`src/rtl/reset_sequencer.sv`:
```
// Board reset generator: holds every domain through a hold time, then releases them in index order.
// Define WATCHDOG_EN to build the optional watchdog restart.
//
// state   | meaning
// HOLD    | all domains in reset, hold counter running down
// RELEASE | domain resets dropping one per stage interval
// RUN     | all domains out of reset
module reset_sequencer #(
  parameter int unsigned FREQ            = 48_000_000,
  parameter int unsigned HOLD_CYCLES     = 48_000_000,
  parameter int unsigned STAGE_CYCLES    = 16,
  parameter int unsigned NUM_DOMAINS     = 3,
  parameter int unsigned DEBOUNCE_CYCLES = 480_000,
  parameter int unsigned WDT_CYCLES      = 2**24
) (
  input  logic                   clock,
  input  logic                   rst,
  input  logic                   button_n,
  input  logic                   clock_locked,
  input  logic                   wdt_kick,
  output logic [NUM_DOMAINS-1:0] domain_rst,
  output logic [1:0]             state,
  output logic [1:0]             reset_cause,
  output logic [3:0]             progress
);

  localparam int unsigned HW = (HOLD_CYCLES > 1) ? $clog2(HOLD_CYCLES) : 1;
  localparam int unsigned SW = (STAGE_CYCLES > 1) ? $clog2(STAGE_CYCLES) : 1;
  localparam int unsigned DW = (DEBOUNCE_CYCLES > 1) ? $clog2(DEBOUNCE_CYCLES) : 1;

  localparam logic [HW-1:0] HOLD_LOAD  = HW'(HOLD_CYCLES - 1);
  localparam logic [SW-1:0] STAGE_LOAD = SW'(STAGE_CYCLES - 1);
  localparam logic [DW-1:0] DEB_LOAD   = DW'(DEBOUNCE_CYCLES - 1);

  localparam logic [1:0] CAUSE_RST    = 2'd0;
  localparam logic [1:0] CAUSE_BUTTON = 2'd1;
  localparam logic [1:0] CAUSE_LOCK   = 2'd2;

  typedef enum logic [1:0] {
    S_HOLD    = 2'd0,
    S_RELEASE = 2'd1,
    S_RUN     = 2'd2
  } seq_state_t;

  seq_state_t             state_q;
  logic [HW-1:0]          hold_cnt;
  logic [SW-1:0]          stage_cnt;
  logic [DW-1:0]          deb_cnt;
  logic                   pressed;
  logic                   btn_s1, btn_s2;
  logic                   lock_s1, lock_s2;
  logic                   btn_level;
  logic                   fault;
  logic [1:0]             fault_cause;
  logic [NUM_DOMAINS-1:0] dom_next;
  logic [3:0]             hold_top;

`ifdef WATCHDOG_EN
  localparam int unsigned   WW       = (WDT_CYCLES > 1) ? $clog2(WDT_CYCLES) : 1;
  localparam logic [WW-1:0] WDT_LOAD = WW'(WDT_CYCLES - 1);
  localparam logic [1:0]    CAUSE_WDT = 2'd3;

  logic [WW-1:0] wdt_cnt;
  logic          unused_cfg;
  assign unused_cfg = ^32'(FREQ);
`else
  logic unused_cfg;
  assign unused_cfg = ^{wdt_kick, 32'(FREQ), 32'(WDT_CYCLES)};
`endif

  // Synchronisers are deliberately not reset so they keep tracking the pins through rst.
  always_ff @(posedge clock) begin
    btn_s1  <= button_n;
    btn_s2  <= btn_s1;
    lock_s1 <= clock_locked;
    lock_s2 <= lock_s1;
  end

  assign btn_level = ~btn_s2;

  always_ff @(posedge clock) begin
    if (rst) begin
      pressed <= 1'b0;
      deb_cnt <= DEB_LOAD;
    end else if (btn_level == pressed) begin
      deb_cnt <= DEB_LOAD;
    end else if (deb_cnt == '0) begin
      pressed <= btn_level;
      deb_cnt <= DEB_LOAD;
    end else begin
      deb_cnt <= deb_cnt - DW'(1);
    end
  end

  always_comb begin
    fault       = 1'b0;
    fault_cause = CAUSE_RST;
    if (pressed) begin
      fault       = 1'b1;
      fault_cause = CAUSE_BUTTON;
    end else if (!lock_s2) begin
      fault       = 1'b1;
      fault_cause = CAUSE_LOCK;
    end
`ifdef WATCHDOG_EN
    else if (state_q == S_RUN && wdt_cnt == '0 && !wdt_kick) begin
      fault       = 1'b1;
      fault_cause = CAUSE_WDT;
    end
`endif
  end

  // Domains drop in ascending order, so each release step is a left shift of the mask.
  assign dom_next = domain_rst << 1;

  always_ff @(posedge clock) begin
    if (rst) begin
      state_q     <= S_HOLD;
      domain_rst  <= '1;
      reset_cause <= CAUSE_RST;
      hold_cnt    <= HOLD_LOAD;
      stage_cnt   <= STAGE_LOAD;
`ifdef WATCHDOG_EN
      wdt_cnt     <= WDT_LOAD;
`endif
    end else if (fault) begin
      state_q     <= S_HOLD;
      domain_rst  <= '1;
      reset_cause <= fault_cause;
      hold_cnt    <= HOLD_LOAD;
    end else begin
      case (state_q)
        S_HOLD: begin
          if (hold_cnt == '0) begin
            domain_rst <= dom_next;
            stage_cnt  <= STAGE_LOAD;
            if (dom_next == '0) begin
              state_q <= S_RUN;
`ifdef WATCHDOG_EN
              wdt_cnt <= WDT_LOAD;
`endif
            end else begin
              state_q <= S_RELEASE;
            end
          end else begin
            hold_cnt <= hold_cnt - HW'(1);
          end
        end
        S_RELEASE: begin
          if (stage_cnt == '0) begin
            domain_rst <= dom_next;
            stage_cnt  <= STAGE_LOAD;
            if (dom_next == '0) begin
              state_q <= S_RUN;
`ifdef WATCHDOG_EN
              wdt_cnt <= WDT_LOAD;
`endif
            end
          end else begin
            stage_cnt <= stage_cnt - SW'(1);
          end
        end
        S_RUN: begin
          domain_rst <= '0;
`ifdef WATCHDOG_EN
          if (wdt_kick) begin
            wdt_cnt <= WDT_LOAD;
          end else begin
            wdt_cnt <= wdt_cnt - WW'(1);
          end
`endif
        end
        default: begin
          state_q    <= S_HOLD;
          domain_rst <= '1;
          hold_cnt   <= HOLD_LOAD;
        end
      endcase
    end
  end

  generate
    if (HW >= 4) begin : g_prog_wide
      assign hold_top = hold_cnt[HW-1 -: 4];
    end else begin : g_prog_narrow
      assign hold_top = {hold_cnt, {(4-HW){1'b0}}};
    end
  endgenerate

  assign progress = (state_q == S_HOLD) ? hold_top : 4'd0;
  assign state    = state_q;

endmodule

```
`config.mk`:
```
export PLATFORM = sky130hd
export DESIGN_NAME = reset_sequencer
export DESIGN_NICKNAME = d
export VERILOG_FILES = /design/src/rtl/reset_sequencer.sv
export SDC_FILE = /design/constraint.sdc
export NUM_CORES = 1
export LEC_CHECK = 0
export CORE_MARGIN = 5
export CORE_UTILIZATION = 42
export CTS_BUF_LIST = sky130_fd_sc_hd__clkbuf_4 sky130_fd_sc_hd__clkbuf_8
export CTS_CLUSTER_SIZE = 8
export DETAILED_ROUTE_END_ITERATION = 16
export GPL_TIMING_DRIVEN = 0
export SLEW_MARGIN = 20
export SYNTH_ARGS = -nofsm -noshare
export SYNTH_HDL_FRONTEND = slang
export SYNTH_SLANG_ARGS = --single-unit
```
`constraint.sdc`:
```
create_clock -name clock -period 2.4 [get_ports clock]
set_input_delay 0.72 -clock clock [delete_from_list [all_inputs] [get_ports clock]]
set_output_delay 0.72 -clock clock [all_outputs]
set_load 0.02 [all_outputs]
```
==> results_dict.tcl, run 1 <==
set metrics [dict create \
    first_pass_iters 4 \
    area_growth_pct 27.3 \
    ios 16 \
    start_kind "flip-flop" \
    critPathKind "flip-flop to flip-flop" \
    initialDrtViolationCount 110 \
    yosysMostFrequentCell "dfxtp_1" \
    routedWlPerCell_um 14.2 \
    setup_viol 1 \
    die_x_um 94.5 \
    critPathMaxFanout 6 \
    grt_pass1_vias 2517 \
    ys_warn_count 0 \
    ant_nets 0 \
    whs_ps 323 \
    avgViaCountPerCell 5.46 \
    grt_setup_unrepaired "yes" \
    start_util 0.436 \
    antenna_found_initial 0 \
    syn-num-nets 363 \
    cts_made_buffers 9 \
    synth-compound-area-share 0.146 \
    avgSynthCellArea_um2 8.59 \
    worst_pin_slew_ps 624 \
    synth_top_family_by_area "simple AND/OR/NAND/NOR gates" \
    synth.top_cell.area_share 0.407 \
    clock-sinks 61 \
    hold_viol 0 \
    violations "setup timing" \
    ys_types 45 \
    drive_gt1_frac 0.213 \
    drv_cap 0 \
    final_util 0.555 \
    setup_ws_ps -22.8 \
    fp.dieH_um 94.5 \
    synth_cells 349 \
    drc_errors 0 \
    min_period_over_period 1.01 \
    syn_area_um2 3000 \
    power.leakage_nw 1.37 \
    crit_top_cell "or4_4" \
    hpwl_um 4620 \
    insertion_delay_ps 360 \
    rows 30 \
    finalSetupTns_ps -22.8 \
    synthFlopType "dfxtp_1" \
    synth.area.top_cells "dfxtp_1 41%, nand2_1 4.0%, xnor2_1 3.8%" \
    synthTopCellsByCount "61 x dfxtp_1, 32 x nand2_1, 27 x nor2_1, 19 x nor3_1, 18 x nand3_1" \
    crit_path_cell_trace "or4_4 > or4_4 > o41a_1 > a2111oi_2 > o21ai_1" \
    hold_path_class "flip-flop to flip-flop" \
    ctsLongestPathBuffers 2 \
    fmax_mhz 413 \
    cts_max_level 3 \
    diodes 0 \
    cp_slowest_cell "or4_4" \
    io_buffers 14 \
    ys_seq_area_frac 0.407 \
    routed_wl_um 6980 \
    crit_path_max_incr_delay_ps 550 \
    synth_top_area_cell "dfxtp_1" \
    vias 2673 \
    cp.arrival_ps 2640 \
    gr-usage-all-layers 0.167 \
    power_density_nw_per_um2 561 \
    grt_remaining_overflow 0 \
    end_kind "flip-flop" \
    routabilityCongestion 0.837 \
    relSlewSlack 0.581 \
    cts_root_buf "clkbuf_8" \
    peakVddDrop_uv 371 \
    slew_viol_final 0 \
    synth-seq-cells 61 \
    clkTransAtPathRegs_ps 80 \
    synth-async-reset-ratio 0 \
    yosys.area_share.simple 0.301 \
    clock_skew_ps 11.1 \
    period_minus_slack_ps 2420 \
    core_area_um2 6870 \
    dieArea_um2 8930 \
    grt_pass1_wl_um 11900 \
    worstPathRequired_ps 2620 \
    cts_tree "done" \
    synth.mux.area_fraction 0.00668 \
    synth_fa_ha_area_frac 0.0376 \
    status "complete, but fails checks" \
    synth-edff-count 0 \
    grt_max_degree 14 \
    synth_xor_area_frac 0.0672 \
    layout.nets 403 \
]
==> state kept, by name, summed over array words and instances, names as in the netlist <==
| signal | cells |
|---|---|
| stage_cnt | 4 |
| reset_cause | 2 |
| btn_s2 | 1 |
| btn_s1 | 1 |
| lock_s2 | 1 |
| deb_cnt | 19 |
| state | 2 |
| hold_cnt | 26 |
| domain_rst | 3 |
| pressed | 1 |
| lock_s1 | 1 |
==> critical path, delay by kind of cell (launching register included) <==
family,cells,cell delay (ps)
simple gates,2,1070
compound gates,3,870
flops,1,360
==> cells by family after synthesis <==
logic type      Yosys count
simple gates            169
compound gates           61
flops                    61
buf+inv                  24
xor+xnor                 23
fa+ha+maj                 9
mux                       2
==> final timing paths <==
kind / from / to / slack, ps / cells past startpoint
max: hold_cnt[18] / domain_rst[1] / -20 / 5
min: lock_s1 / lock_s2 / 320 / 0
max reg2reg: hold_cnt[18] / domain_rst[1] / -20 / 5
min reg2reg: lock_s1 / lock_s2 / 320 / 0
==> timing repair <==
item / in CTS / in global routing
hold buffers: 0 / 0
gates cloned: 0 / 0
buffers inserted: 7 / 12
gates resized for setup: 38 / 31
pin swaps: 5 / 12
endpoints found under the setup margin: 55 / 46
==> report_power, final <==
part	switching, W	leakage [nW]	total, W	internal, W
Sequential	0.00000470	0.497	0.00102	0.00102
Combinational	0.0000315	0.758	0.0000500	0.0000186
Clock	0.000468	0.115	0.00107	0.000599
==> cell usage in the layout, fill, tap and decap left out, types with 4 or more instances in the layout <==
cell type         n
dfxtp_1          53
nand2_1          32
nor2_1           26
nand3_1          18
buf_4            18
nor3_1           17
xnor2_1          13
o21ai_0          11
inv_1            10
xor2_1           10
clkdlybuf4s50_1  10
and2_1            9
nor4_1            9
clkbuf_8          9
or3_1             8
ha_1              8
o31ai_1           7
a21oi_1           6
a31oi_1           6
a211oi_1          6
or4_1             6
dfxtp_2           6
clkbuf_1          5
nand3b_1          5
or4_4             4
or3_4             4
a2111oi_2         4
and3_1            4
o211ai_1          4
==> metal layers <==
metal | GRT usage | up-vias | wire length [um]
met5 | 0 | - | 0
met3 | 0.0406 | 12 | 199
met4 | 0.0697 | 0 | 136
met1 | 0.223 | 1261 | 3420
li1 | - | 1365 | -
met2 | 0.258 | 35 | 3220
==> per-stage QoR <==
step	area, um^2	std cells	power, W	setup WS, ps
CTS	3640	480	0.00217	-57.2
global route	3810	490	0.00222	-87.7
floorplan	3020	349	0.00107	1.26
global placement	3280	459	0.00110	-531
detailed placement	3280	459	0.00110	-488
finish	3810	490	0.00214	-22.8
==> layout make-up <==
class / count / area (um^2)
Tap cell: 96 / 120
Buffer: 9 / 47.5
Inverter: 11 / 41.3
Multi-Input combinational cell: 264 / 1850
Clock buffer: 9 / 124
Fill cell: 647 / 3050
Clock inverter: 7 / 104
Sequential cell: 61 / 1240
Timing Repair Buffer: 33 / 289
Note: power is estimated with default switching activity, not from simulation.
==> inputs of run 2 (changes only) <==
Settings changed: CAP_MARGIN set to 20, CORE_UTILIZATION 42 to 35, SLEW_MARGIN 20 to not set.
==> run 2 against run 1 <==
The flow still finishes with violations (setup timing). Global-route usage down 2.4 points. First-iteration DRC count is 7.3% lower. Sequential share of layout area grew 0.18 points. Largest cell class unchanged.
==> results_dict.tcl, run 2 (synthesis gave the netlist of run 1 again) <==
set metrics [dict create \
    final_common_cell "dfxtp_1" \
    cts_made_buffers 9 \
    grtUsageMet1 0.196 \
    fmax_mhz 409 \
    grt-busiest-layer "met2" \
    routedWlPerCell_um 14.5 \
    first_pass_iters 4 \
    area_growth_pct 25.7 \
    min_period_over_period 1.02 \
    insertion_delay_ps 350 \
    grt_use_met3 0.0413 \
    setup_viol 2 \
    whs_ps 337 \
    period_minus_slack_ps 2440 \
    grt_remaining_overflow 0 \
    vias 2673 \
    biggestRegsByFlops "hold_cnt x26, deb_cnt x19, stage_cnt x4" \
    status "complete, but fails checks" \
    regMostFlops "hold_cnt" \
    met2_usage 0.219 \
    cp.arrival_ps 2670 \
    cts_root_buf "clkbuf_8" \
    routabilityCongestion 0.785 \
    diodes 0 \
    core_area_um2 8300 \
    initialDrtViolationCount 102 \
    grt_pass1_wl_um 12000 \
    total_power_w 0.00221 \
    start_util 0.361 \
    io_buffers 14 \
    clock-sinks 61 \
    antenna_found_initial 0 \
    hold_start "btn_s1" \
    rows 33 \
    avgViaCountPerCell 5.47 \
    placed_cells 468 \
    setup.worst_path.start "hold_cnt[10]" \
    layout.cells.non_filler 489 \
    hold_path_class "flip-flop to flip-flop" \
    drive_gt1_frac 0.177 \
    end_kind "flip-flop" \
    grt_setup_unrepaired "yes" \
    worst_pin_slew_ps 801 \
    ctsLongestPathBuffers 2 \
    start_kind "flip-flop" \
    setup_ws_ps -43.6 \
    clock_skew_ps 11.5 \
    die_x_um 103 \
    peakVddDrop_uv 281 \
    fp.dieH_um 103 \
    ant_nets 0 \
    routed_wl_um 7110 \
    hpwl_um 4800 \
    cts_max_level 3 \
    grt_max_degree 13 \
    r2r_start "hold_cnt[10]" \
    n_fill_cell 786 \
    layout.nets 393 \
    grt_pass1_vias 2501 \
    power.leakage_nw 1.35 \
    clkTransAtPathRegs_ps 70 \
    drv_cap 0 \
    largest_register_ffs 26 \
    worstPathRequired_ps 2630 \
    slew_viol_final 0 \
    power_density_nw_per_um2 587 \
    critPathMaxFanout 5 \
    final_cell_mix "56 x dfxtp_1, 32 x nand2_1, 26 x nor2_1" \
    relSlewSlack 0.462 \
    hold_viol 0 \
    drc_errors 0 \
    cts_tree "done" \
    violations "setup timing" \
    critPathKind "flip-flop to flip-flop" \
    hold_buffers 0 \
    dieArea_um2 10500 \
    ios 16 \
    gr-usage-all-layers 0.143 \
]
==> run 2: worst paths after layout <==
check / slack, ps / endpoint / cells after the start
setup / recovery: -40 / state[1] / 6
hold / removal: 340 / btn_s2 / 0
setup reg to reg: -40 / state[1] / 6
hold reg to reg: 340 / btn_s2 / 0
==> run 2: area by class of cell <==
| cell class | count | area (um^2) | share of cell area |
|---|---|---|---|
| Multi-Input combinational cell | 264 | 1860 | 0.494 |
| Sequential cell | 61 | 1230 | 0.326 |
| Timing Repair Buffer | 23 | 213 | 0.0565 |
| Tap cell | 105 | 131 | 0.0349 |
| Clock buffer | 9 | 124 | 0.0329 |
| Clock inverter | 7 | 123 | 0.0325 |
| Buffer | 9 | 47.5 | 0.0126 |
| Inverter | 11 | 41.3 | 0.0110 |
==> run 2: metal layers <==
layer,part of all wire,vias up
met4,0.011,0
met2,0.45,46
met3,0.054,9
li1,-,1346
met5,0,-
met1,0.49,1272
==> run 2: what timing repair did <==
| item | in CTS | in global routing |
|---|---|---|
| pin swaps | 9 | 10 |
| buffers inserted | 5 | 4 |
| setup endpoints to repair | 55 | 45 |
| hold endpoints to repair | 0 | 0 |
| resized for setup | 39 | 20 |
==> run 2: power by group <==
group,total [W],switching (W),internal [W]
sequential,0.00102,0.00000527,0.00102
clock,0.00114,0.000442,0.000694
combinational,0.0000485,0.0000306,0.0000179
total,0.00221,0.000478,0.00173
==> run 2: metrics by stage <==
stage / cell area, um^2 / TNS, ps / setup slack (ps) / util
after CTS: 3660 / -535 / -105 / 0.441
after floorplan: 3020 / 0 / 1.26 / -
after global placement: 3290 / -17980 / -501 / 0.396
final: 3770 / -80.4 / -43.6 / 0.454
after global routing: 3770 / -781 / -106 / 0.454
after detailed placement: 3290 / -17940 / -510 / 0.396
==> run 2: critical path, stage by stage (launching register included) <==
cell       delay [ps]
dfxtp_2           330
or4_4             570
or4_4             560
o41a_1            430
buf_4             180
a2111oi_4         180
nor3_1             70
